### config.mk
export PLATFORM = sky130hd
export DESIGN_NAME = store_rmw_sequencer
export DESIGN_NICKNAME = d
export VERILOG_FILES = /design/src/rtl/store_pkg.sv /design/src/rtl/store_merge.sv /design/src/rtl/store_rmw_sequencer.sv
export SDC_FILE = /design/constraint.sdc
export NUM_CORES = 1
export LEC_CHECK = 0
export BUFFER_PORTS_ARGS = -buffer_cell sky130_fd_sc_hd__buf_2
export CORE_ASPECT_RATIO = 0.6
export CORE_UTILIZATION = 46
export DETAILED_ROUTE_END_ITERATION = 10
export MAX_ROUTING_LAYER = met4
export PLACE_DENSITY = 0.71
export SLEW_MARGIN = 20
export SYNTH_ARGS = -nofsm -noshare
export SYNTH_HDL_FRONTEND = slang
export SYNTH_HIERARCHICAL = 1
export SYNTH_SLANG_ARGS = --single-unit
### constraint.sdc
create_clock -name clk -period 2.8 [get_ports clk]
set_clock_uncertainty 0.2 [all_clocks]
set_input_delay 0.14 -clock clk [delete_from_list [all_inputs] [get_ports clk]]
set_output_delay 0.14 -clock clk [all_outputs]
set_load 0.02 [all_outputs]
### src/rtl/store_pkg.sv
// Shared encodings for the store read-modify-write sequencer: store sizes,
// FSM states and the width of the read-latency counter.
package store_pkg;

    typedef enum logic [1:0] {
        SZ_BYTE = 2'b00,
        SZ_HALF = 2'b01,
        SZ_WORD = 2'b10,
        SZ_RSVD = 2'b11
    } size_e;

    typedef enum logic [2:0] {
        IDLE,
        READ,
        CAPTURE,
        WRITE,
        DONE
    } state_e;

    // Wide enough to count 0..MEM_LAT-1 for MEM_LAT up to 4.
    localparam int CNT_W = 2;

endpackage

### src/rtl/store_merge.sv
// Lane merge for sub-word stores: overlays the store data onto the word read
// back from memory. Lanes are fixed to the low bits regardless of address.
module store_merge
    import store_pkg::*;
(
    input  size_e       size,
    input  logic [31:0] mdr,
    input  logic [31:0] data,
    output logic [31:0] merged
);

    always_comb begin
        case (size)
            SZ_BYTE: merged = {mdr[31:8], data[7:0]};
            SZ_HALF: merged = {mdr[31:16], data[15:0]};
            SZ_WORD: merged = data;
            default: merged = mdr;
        endcase
    end

endmodule

### src/rtl/store_rmw_sequencer.sv
// Store sequencer: word stores write directly, byte/halfword stores read the
// target word, merge the new lanes in and write it back once.
module store_rmw_sequencer
    import store_pkg::*;
#(
    parameter int MEM_LAT = 1
) (
    input  logic        clk,
    input  logic        reset,
    input  logic        req_valid,
    output logic        req_ready,
    input  logic [31:0] req_addr,
    input  logic [1:0]  req_size,
    input  logic [31:0] req_data,
    output logic [31:0] mem_addr,
    output logic        mem_wr,
    output logic [31:0] mem_wdata,
    input  logic [31:0] mem_rdata,
    output logic        done,
    output logic        err
);

    localparam logic [CNT_W-1:0] LAST_CNT = CNT_W'(MEM_LAT - 1);

    state_e           state_q, state_d;
    logic [CNT_W-1:0] cnt_q, cnt_d;
    logic [31:0]      addr_q, addr_d;
    size_e            size_q, size_d;
    logic [31:0]      data_q, data_d;
    logic [31:0]      mdr_q, mdr_d;
    logic [31:0]      merged;
    logic [31:0]      mem_addr_q, mem_addr_d;
    logic [31:0]      mem_wdata_q, mem_wdata_d;
    logic             mem_wr_q, mem_wr_d;
    logic             done_q, done_d;
    logic             err_q, err_d;

    // Merge sees the values that will be registered, so the write word is
    // ready in the same edge that enters WRITE.
    store_merge u_merge (
        .size   (size_d),
        .mdr    (mdr_d),
        .data   (data_d),
        .merged (merged)
    );

    assign req_ready = (state_q == IDLE) && !reset;

    always_comb begin
        // NOTE: every _d gets a default first so no path can infer a latch.
        state_d = state_q;
        cnt_d   = cnt_q;
        addr_d  = addr_q;
        size_d  = size_q;
        data_d  = data_q;
        mdr_d   = mdr_q;

        case (state_q)
            IDLE: begin
                if (req_valid && req_ready) begin
                    addr_d = req_addr;
                    size_d = size_e'(req_size);
                    data_d = req_data;
                    cnt_d  = '0;
                    case (size_e'(req_size))
                        SZ_WORD: state_d = WRITE;
                        SZ_RSVD: state_d = DONE;
                        default: state_d = READ;
                    endcase
                end
            end
            READ: begin
                if (cnt_q == LAST_CNT) begin
                    cnt_d   = '0;
                    state_d = CAPTURE;
                end else begin
                    cnt_d = cnt_q + 1'b1;
                end
            end
            CAPTURE: begin
                mdr_d   = mem_rdata;
                state_d = WRITE;
            end
            WRITE:   state_d = DONE;
            DONE:    state_d = IDLE;
            default: state_d = IDLE;
        endcase

        // Outputs are decoded from the next state so they register in step with it.
        mem_wr_d    = (state_d == WRITE);
        mem_addr_d  = (state_d inside {READ, CAPTURE, WRITE}) ? addr_d : '0;
        mem_wdata_d = (state_d == WRITE) ? merged : '0;
        done_d      = (state_d == DONE);
        err_d       = (state_d == DONE) && (size_d == SZ_RSVD);
    end

    always_ff @(posedge clk) begin
        if (reset) begin
            // NOTE: non-blocking throughout, so every flop samples pre-edge values.
            state_q     <= IDLE;
            cnt_q       <= '0;
            addr_q      <= '0;
            size_q      <= SZ_BYTE;
            data_q      <= '0;
            // NOTE: the MDR is cleared on reset so no stale read data survives an abort.
            mdr_q       <= '0;
            mem_addr_q  <= '0;
            mem_wdata_q <= '0;
            mem_wr_q    <= 1'b0;
            done_q      <= 1'b0;
            err_q       <= 1'b0;
        end else begin
            state_q     <= state_d;
            cnt_q       <= cnt_d;
            addr_q      <= addr_d;
            size_q      <= size_d;
            data_q      <= data_d;
            mdr_q       <= mdr_d;
            mem_addr_q  <= mem_addr_d;
            mem_wdata_q <= mem_wdata_d;
            mem_wr_q    <= mem_wr_d;
            done_q      <= done_d;
            err_q       <= err_d;
        end
    end

    assign mem_addr  = mem_addr_q;
    assign mem_wdata = mem_wdata_q;
    assign mem_wr    = mem_wr_q;
    assign done      = done_q;
    assign err       = err_q;

endmodule

==> impl_metrics.csv, run 1 <==
group,metric,value,unit
floorplanning,rows,33,
logic_synthesis,synth.distinct_cells,35,
power,power_density,629,nW/um2
logic_synthesis,async_flop_share,0,%
setup_path,r2r_start,"state_q[2]",
clocking,cts_post_setup_buffers_inserted,0,
floorplanning,die_area,14600,um2
setup_path,crit_path_start_kind,"flop",
logic_synthesis,ys_seq_elements,170,
sta,hold_viol,0,
placement,detailedPlacementHpwl,10.3,mm
clocking,tritoncts,"yes",
routing,first_iter_violations,335,
routing,antenna_left,0,
hold_path,worst_hold_path_type,"primary input to flop",
logic_synthesis,post_synth_inst_count,662,
setup_path,capture_instance_of_the_worst_register_to_register_path,"mem_wdata[3]",
placement,numPlacedInstances,980,
power,irDropWorstVdd,0.334,mV
logic_synthesis,most_numerous_cell_in_the_yosys_netlist,"dfxtp_1",
clocking,tritoncts.num_buffers,17,
floorplanning,floorplan.core_area,13700,um2
grt,globalRouteOverflowTotal,0,
setup_path,crit_path_end_kind,"output pin",
finish,design.final.nets,1008,
setup_path,worst_ep_required_time,2.46,ns
floorplanning,chipWidth,155,um
routing,finalWirelength,16.9,mm
logic_synthesis,mappedNetlistArea,6480,um2
sta,finalWorstPathRequiredPeriod,2.59,ns
setup_path,crit_chain,"or4_4 > clkinv_4 > buf_6 > buf_2",
clocking,clock_tree.buffer_depth,2,
setup_path,crit_fanout,67,
logic_synthesis,synth.top_cell.area_share,52.5,%
grt,grt_pass1_wl,26.8,mm
sta,timing.max_slew.rel_slack,26.6,%
sta,setup_viol_count_final,0,
logic_synthesis,synth_top_flop_cell,"dfxtp_1",
status,status,"finished clean",
sta,timing.final.max_slew_violations,0,
floorplanning,die_h,94.0,um
routing,route.vias.total,5670,
setup_path,max_stage_delay,0.69,ns
hold_path,worstHoldStart,"reset",
setup_path,worstPathArrival,2.25,ns
job,timing.max_cap.violations,0,
hold_path,worst_hold_path.num_cells,3,
sta,worst-slew-pin-transition,1.10,ns
routing,drtPass1Iterations,5,
setup_path,crit_path_top_delay_cell,"or4_4",
power,power.leakage,3.98,nW
routing,vias_per_cell,5.11,
sta,final_min_period_over_clock_period,92.5,%
grt,gr_util_all_layers,24.4,%
hold_path,hold_path_end,"mem_wr",
routing,routedWlPerCell,15.2,um
logic_synthesis,synth_fp_nets,765,
sta,fin_setup_tns,0,ns
grt,number_of_antenna_violations_at_the_first_check_in_global_routing,0,
logic_synthesis,synth_edf_count,0,
setup_path,ff2ff_path_depth,6,
grt,number_of_global_route_vias_before_repair,5441,
clocking,cts_num_sinks,170,
finish,antenna_cells,0,
logic_synthesis,yosysWarningCount,6,
clocking,cts-htree-levels,4,
logic_synthesis,synth_top_area_cell,"dfxtp_1",
sta,rsz0062_at_grt,"false",
finish,multiInputGateArea,2800,um2
sta,fmaxAchievable,0.386,GHz
logic_synthesis,ys_seq_area_share,52.5,%
finish,final.fill_count,1086,
placement,place_congestion,0.862,
finish,register_area,3400,um2
clocking,root_buffer,"clkbuf_16",
logic_synthesis,commonest_cells_in_the_synthesized_netlist,"dfxtp_1 (170), a21oi_1 (104), o21ai_0 (66), nand3_1 (57), mux2_2 (54)",
finish,flow.area_growth_from_synthesis,38.0,%
placement,numPortBuffers,168,
setup_path,worst-setup-path-type,"flop to output pin",
floorplanning,initial_utilization,47.3,%
clocking,worstSkewPairLatency,0.42,ns
setup_path,regToRegSetupSlack,0.21,ns
finish,post_route_cells_drive_above_1_share,32.2,%
logic_synthesis,synth.top_cells.by_area,"dfxtp_1 (52%), mux2_2 (9.4%), a21oi_1 (8.0%)",
finish,layout.cells.non_filler,1110,
floorplanning,pin_count,169,
logic_synthesis,mean_post_synth_cell_area,9.79,um2
grt,grt_start_max_net_pins,106,
clocking,clkSlewWorstSetupHoldPaths,0.06,ns
routing,drc,0,
## per-layer routing
layer	track usage, %	up-vias	routed length [um]
met1	30.8	2684	7820
met5	-	-	0
li1	-	2768	-
met4	8.50	0	223
met3	4.70	27	924
met2	39.6	191	7940
## report_power, final
| part | internal (mW) | switching [mW] |
|---|---|---|
| Combinational | 0.428 | 0.480 |
| Sequential | 2.54 | 0.0300 |
| Clock | 1.17 | 0.983 |
## worst max-delay path by stage
stage / depth (start not counted) / slack, ns / endpoint / start
floorplan: 12 / 0.06 / mem_wdata[20] / state_q[2]
global placement: 6 / 0.29 / mem_wdata[0] / state_q[2]
detailed placement: 6 / 0.23 / mem_wdata[5] / state_q[2]
CTS: 4 / 0.02 / req_ready / state_q[2]
global route: 6 / 0.06 / mem_wdata[2] / state_q[2]
finish: 4 / 0.21 / req_ready / state_q[2]
## area by class of cell
cell class / instances / share of cell area, %
Sequential cell: 170 / 38.0
Multi-Input combinational cell: 432 / 31.3
Timing Repair Buffer: 280 / 21.8
Clock buffer: 20 / 4.99
Tap cell: 192 / 2.69
Clock inverter: 12 / 1.02
Inverter: 4 / 0.224
## per-stage QoR
stage	utilization, %	hold slack, ns	power (mW)	worst slack (ns)	instance area (um2)
4_1_cts	65.2	0.0760	5.66	0.0201	8940
6_report	65.3	0.0975	5.63	0.209	8940
3_3_place_gp	54.1	0.227	3.38	0.290	7420
2_1_floorplan	-	0.0967	3.19	0.0595	6480
3_5_place_dp	54.1	0.230	3.41	0.230	7420
5_1_grt	65.3	0.111	5.88	0.0590	8940
## kinds of logic (layout without fill, tap and decap cells)
| kind of cell | Yosys count | in the layout | synth area share [%] |
|---|---|---|---|
| AOI/OAI and AO/OA | 180 | 180 | 14.4 |
| xor gates and xnor gates | 1 | 1 | 0.251 |
| adders and majority gates | 2 | 2 | 0.386 |
| buffers and inverters | 60 | 316 | 4.69 |
| DFF | 170 | 170 | 52.5 |
| muxes | 64 | 64 | 11.7 |
| and+or+nand+nor | 185 | 185 | 16.1 |
## state kept, by name (all words and copies together) (netlist names)
signal	count
mem_addr	32
state_q	3
err	1
mem_wdata	32
cnt_q	2
done	1
addr_q	32
mem_wr	1
data_q	32
size_q	2
mdr_q	32
## worst max-delay path, delay by kind of cell, from the launching register on
family	cells	cell delay [ns]
buffers and inverters	3	0.83
flip-flops	1	0.31
AND/OR/NAND/NOR	1	0.69
## repair_timing
item                                    4_1_cts  5_1_grt
resized for setup                             0        1
endpoints found under the setup margin        0        1
hold buffers                                 98        0
endpoints found under the hold margin       150        0
## cell usage in the layout (no fill, tap or decap), types with 2 or more instances in the layout
cell type and count:
a21o_1 2, a21oi_1 104, and2_1 33, buf_2 167, buf_4 13, clkbuf_1 2
clkbuf_16 17, clkinv_2 2, clkinv_4 2, clkinvlp_4 5, dfxtp_1 170, dlygate4sd3_1 98
ha_1 2, inv_1 2, inv_6 4, mux2_2 54, mux2_4 10, nand2_1 39
nand2b_1 3, nand3_1 57, nand3_2 10, nand3b_1 2, nor2b_1 32, nor3_1 2
o211ai_1 2, o21ai_0 66, or3b_2 2
Power figures use the tool's default switching activity.
==> inputs of run 2 (changes only) <==
--- a/config.mk
+++ b/config.mk
@@ -10,7 +10,7 @@
 export CORE_UTILIZATION = 46
 export DETAILED_ROUTE_END_ITERATION = 10
 export MAX_ROUTING_LAYER = met4
-export PLACE_DENSITY = 0.71
+export PLACE_DENSITY = 0.79
 export SLEW_MARGIN = 20
 export SYNTH_ARGS = -nofsm -noshare
 export SYNTH_HDL_FRONTEND = slang
==> impl_metrics.csv, run 2 (synthesis gave the netlist of run 1 again) <==
group,metric,value,unit
power,p_sw_share,26.9,%
setup_path,crit_fanout,19,
setup_path,worst_ep_required_time,2.90,ns
job,timing.max_cap.violations,0,
placement,place_congestion,0.799,
finish,flow.area_growth_from_synthesis,39.0,%
setup_path,regToRegSetupSlack,0.15,ns
grt,grt_start_max_net_pins,106,
finish,final.fill_count,1067,
power,switching_power,1.56,mW
floorplanning,chipWidth,155,um
routing,drtPass1Iterations,4,
sta,worst-slew-pin-transition,1.02,ns
sta,hold_viol,0,
routing,route.vias.total,5665,
power,internal-power,4.24,mW
clocking,worstSkewPairLatency,0.41,ns
finish,top_library_cells_by_usage_in_the_layout_fill_and_taps_aside,"dfxtp_1 (170), buf_2 (167), a21oi_1 (104)",
clocking,cts_post_setup_buffers_inserted,0,
grt,grt_pass1_wl,27.9,mm
setup_path,worst_setup_path_startpoint,"state_q[2]",
floorplanning,die_h,94.0,um
grt,number_of_antenna_violations_at_the_first_check_in_global_routing,0,
floorplanning,floorplan.core_area,13700,um2
hold_path,worst_hold_path_type,"primary input to flop",
finish,post-route-util,65.8,%
clocking,cts-htree-levels,4,
routing,drc,0,
floorplanning,die_area,14600,um2
setup_path,crit_path_start_kind,"flop",
setup_path,r2r_start,"state_q[2]",
finish,multiInputGateArea,2800,um2
clocking,cts_num_sinks,170,
sta,setup_viol_count_final,0,
finish,commonest_non_fill_non_tap_cell_in_the_layout,"dfxtp_1",
finish,post_route_cells_drive_above_1_share,32.4,%
sta,fin_hold_ws,0.0332,ns
setup_path,ff2ff_path_depth,6,
sta,fmaxAchievable,0.377,GHz
finish,design.final.nets,1010,
finish,antenna_cells,0,
sta,final_critical_path_setup_slack,0.149,ns
sta,rsz0062_at_grt,"false",
routing,vias_per_cell,5.09,
sta,finalWorstPathRequiredPeriod,2.65,ns
grt,globalRouteOverflowTotal,0,
sta,final_min_period_over_clock_period,94.7,%
power,clockPowerShare,39.8,%
clocking,root_buffer,"clkbuf_16",
floorplanning,initial_utilization,47.3,%
placement,detailedPlace.worstSlack,0.223,ns
sta,fin_setup_tns,0,ns
power,irDropWorstVdd,0.363,mV
setup_path,crit_path_end_kind,"flop",
setup_path,crit_chain,"or4_4 > o21ai_0 > nand2_1 > nand2_1 > mux2_2 > and2_1",
floorplanning,pin_count,169,
sta,timing.max_slew.rel_slack,31.7,%
routing,first_iter_violations,282,
setup_path,path_common_cell,"nand2_1",
sta,timing.final.max_slew_violations,0,
power,power_frac_comb,15.9,%
setup_path,max_stage_delay,0.66,ns
status,status,"finished clean",
routing,antenna_left,0,
clocking,tritoncts.num_buffers,17,
grt,gr_util_all_layers,25.2,%
power,power_density,644,nW/um2
placement,numPlacedInstances,981,
finish,layout.cells.non_filler,1112,
clocking,tritoncts,"yes",
setup_path,crit_path_top_delay_cell,"or4_4",
placement,numPortBuffers,168,
power,power.leakage,4.02,nW
setup_path,worst-setup-path-type,"flop to flop",
power,seq_power_share,44.3,%
finish,register_area,3400,um2
setup_path,worstPathArrival,2.75,ns
floorplanning,rows,33,
setup_path,capture_instance_of_the_worst_register_to_register_path,"mem_wdata[5]",
grt,number_of_global_route_vias_before_repair,5708,
placement,detailedPlacementHpwl,9.66,mm
routing,routedWlPerCell,15.6,um
clocking,clkSlewWorstSetupHoldPaths,0.07,ns
routing,finalWirelength,17.3,mm
setup_path,endpoint,"mem_wdata[5]",
clocking,clock_tree.buffer_depth,2,
-- run 2: worst min path at each step --
| stage | slack, ns | cells past startpoint | start | end |
|---|---|---|---|---|
| detailed placement | 0.23 | 3 | req_data[23] | data_q[23] |
| global placement | 0.22 | 3 | req_data[15] | data_q[15] |
| floorplan | 0.1 | 2 | req_data[22] | data_q[22] |
| finish | 0.03 | 3 | req_valid | data_q[14] |
| CTS | 0.01 | 3 | req_valid | data_q[16] |
| global route | 0.04 | 3 | req_valid | data_q[21] |
-- run 2: power groups by stage --
stage                     Combinational [mW]  Sequential [mW]  Clock, mW
final                                  0.921             2.57       2.31
after global routing                    1.00             2.58       2.46
after CTS                              0.907             2.57       2.35
after floorplan                        0.528             2.66          0
after detailed placement               0.797             2.62          0
after global placement                 0.784             2.62          0
-- run 2: layout make-up --
| type | instances | share of cell area [%] |
|---|---|---|
| inverters | 4 | 0.222 |
| flip-flops and latches | 170 | 37.8 |
| multi-input cells | 432 | 31.0 |
| clock buffers | 18 | 4.76 |
| clock inverters | 14 | 1.65 |
| well taps | 192 | 2.66 |
| repair buffers | 282 | 21.9 |
-- run 2: per-layer routing --
metal	track usage [%]	vias up	share of wire, %
li1	-	2782	-
met1	31.2	2666	46
met2	42.0	200	48
met3	5.07	17	5.1
met4	7.19	0	0.97
met5	-	-	0
-- run 2: critical path, delay by kind of cell, from the launching register on --
| family | cells | cell delay (ns) |
|---|---|---|
| AOI/OAI and AO/OA | 1 | 0.28 |
| and+or+nand+nor | 4 | 1.34 |
| DFF | 1 | 0.32 |
| muxes | 1 | 0.40 |
-- run 2: metrics by stage --
step                      area (um2)  power (mW)
final                           9010        5.80
after global routing            9010        6.04
after CTS                       9010        5.83
after detailed placement        7440        3.42
after global placement          7440        3.40
after floorplan                 6480        3.19
-- run 2: repair_timing --
item	CTS	global route
hold endpoints to repair	151	0
hold buffers	99	0
gates resized for setup	0	0
==> inputs of run 3 (changes only) <==
--- a/config.mk
+++ b/config.mk
@@ -10,7 +10,7 @@
 export CORE_UTILIZATION = 46
 export DETAILED_ROUTE_END_ITERATION = 10
 export MAX_ROUTING_LAYER = met4
-export PLACE_DENSITY = 0.79
+export PLACE_DENSITY = 0.74
 export SLEW_MARGIN = 20
 export SYNTH_ARGS = -nofsm -noshare
 export SYNTH_HDL_FRONTEND = slang
==> impl_metrics.csv, run 3 (synthesis gave the netlist of run 1 again) <==
group,metric,value,unit
sta,rsz0062_at_grt,"false",
power,irDropWorstVdd,0.312,mV
floorplanning,chipWidth,155,um
placement,place_congestion,0.769,
setup_path,crit_path_end_kind,"flop",
placement,numPlacedInstances,980,
grt,number_of_antenna_violations_at_the_first_check_in_global_routing,0,
setup_path,crit_path_start_kind,"flop",
routing,vias_per_cell,5.03,
hold_path,worst_hold_path_type,"primary input to flop",
routing,finalWirelength,16.9,mm
setup_path,worst-setup-path-type,"flop to flop",
grt,grt_pass1_wl,27.4,mm
setup_path,regToRegSetupSlack,0.19,ns
clocking,tritoncts.num_buffers,17,
finish,top_library_cells_by_usage_in_the_layout_fill_and_taps_aside,"dfxtp_1 (170), buf_2 (167), a21oi_1 (104)",
grt,gr_util_all_layers,24.8,%
placement,detailedPlacementHpwl,9.28,mm
floorplanning,initial_utilization,47.3,%
routing,drtPass1Iterations,5,
floorplanning,rows,33,
status,status,"finished clean",
sta,fin_setup_tns,0,ns
setup_path,crit_fanout,22,
sta,timing.max_slew.rel_slack,45.4,%
grt,globalRouteOverflowTotal,0,
clocking,cts_num_sinks,170,
floorplanning,die_area,14600,um2
clocking,clkSlewWorstSetupHoldPaths,0.06,ns
power,power_density,634,nW/um2
clocking,cts_post_setup_buffers_inserted,0,
routing,drc,0,
clocking,tritoncts,"yes",
clocking,root_buffer,"clkbuf_16",
placement,numPortBuffers,168,
floorplanning,floorplan.core_area,13700,um2
floorplanning,die_h,94.0,um
setup_path,crit_path_top_delay_cell,"or4_4",
setup_path,worstPathArrival,2.72,ns
power,power.leakage,4.00,nW
routing,first_iter_violations,335,
setup_path,worst_ep_required_time,2.91,ns
finish,antenna_cells,0,
clocking,cts-htree-levels,4,
grt,number_of_global_route_vias_before_repair,5627,
finish,commonest_non_fill_non_tap_cell_in_the_layout,"dfxtp_1",
clocking,worstSkewPairLatency,0.41,ns
routing,antenna_left,0,
setup_path,crit_buf_inv,0,
floorplanning,pin_count,169,
setup_path,path_common_cell,"nand2_1",
finish,design.final.nets,1008,
finish,flow.area_growth_from_synthesis,38.5,%
sta,final_min_period_over_clock_period,93.2,%
sta,hold_viol,0,
finish,layout.cells.non_filler,1110,
sta,finalWorstPathRequiredPeriod,2.61,ns
sta,setup_viol_count_final,0,
setup_path,cpLargestDelayFamily,"simple AND/OR/NAND/NOR gates",
setup_path,crit_chain,"or4_4 > o21ai_0 > nand2_1 > nand2_1 > mux2_2 > and2_1",
setup_path,max_stage_delay,0.68,ns
finish,post_route_cells_drive_above_1_share,32.4,%
job,timing.max_cap.violations,0,
finish,post-route-util,65.5,%
routing,route.vias.total,5586,
sta,worst-slew-pin-transition,0.819,ns
sta,timing.final.max_slew_violations,0,
routing,routedWlPerCell,15.2,um
grt,grt_start_max_net_pins,105,
clocking,clock_tree.buffer_depth,2,
sta,fmaxAchievable,0.383,GHz
## run 3: metal layers
metal | global-route usage [%] | part of all wire, % | vias to the layer above
met2 | 39.1 | 45 | 161
met3 | 4.11 | 4.1 | 17
met4 | 9.56 | 1.4 | 0
met1 | 32.1 | 49 | 2631
met5 | - | 0 | -
li1 | - | - | 2777
## run 3: layout make-up
class                           instances  area [um2]
Clock buffer                           20         457
Clock inverter                         12         105
Fill cell                            1105        4730
Inverter                                4        20.0
Multi-Input combinational cell        432        2800
Sequential cell                       170        3400
Tap cell                              192         240
Timing Repair Buffer                  280        1960
## run 3: power breakdown
| part | internal (mW) | switching, mW | total, mW |
|---|---|---|---|
| combinational | 0.432 | 0.483 | 0.915 |
| sequential | 2.54 | 0.0286 | 2.57 |
| clock | 1.21 | 0.998 | 2.21 |
| total | 4.18 | 1.51 | 5.69 |
## run 3: worst paths after layout
| check | from | to | cells past startpoint |
|---|---|---|---|
| worst min register to register | data_q[26] | data_q[26] | 2 |
| worst max-delay path | state_q[2] | mem_wdata[1] | 6 |
| worst min-delay path | req_valid | data_q[15] | 4 |
| worst max register to register | state_q[2] | mem_wdata[1] | 6 |
## run 3: what timing repair did
| action | 4_1_cts | 5_1_grt |
|---|---|---|
| hold buffers | 98 | 0 |
| gates resized for setup | 0 | 0 |
| setup endpoints to repair | 0 | 0 |
| endpoints found under the hold margin | 152 | 0 |
## run 3: tightest hold or removal path: stages
cell and delay (ns):
buf_2 0.13, buf_4 0.20, nand3_2 0.08, a21oi_1 0.05
## run 3: stage by stage
| step | hold slack, ns | setup WS [ns] | total power, mW | instance area, um2 |
|---|---|---|---|---|
| 2_1_floorplan | 0.0967 | 0.0595 | 3.19 | 6480 |
| 3_3_place_gp | 0.222 | 0.261 | 3.41 | 7430 |
| 3_5_place_dp | 0.225 | 0.208 | 3.42 | 7430 |
| 4_1_cts | 0.0179 | 0.208 | 5.73 | 8980 |
| 5_1_grt | 0.0338 | 0.0407 | 5.94 | 8980 |
| 6_report | 0.0417 | 0.191 | 5.69 | 8980 |
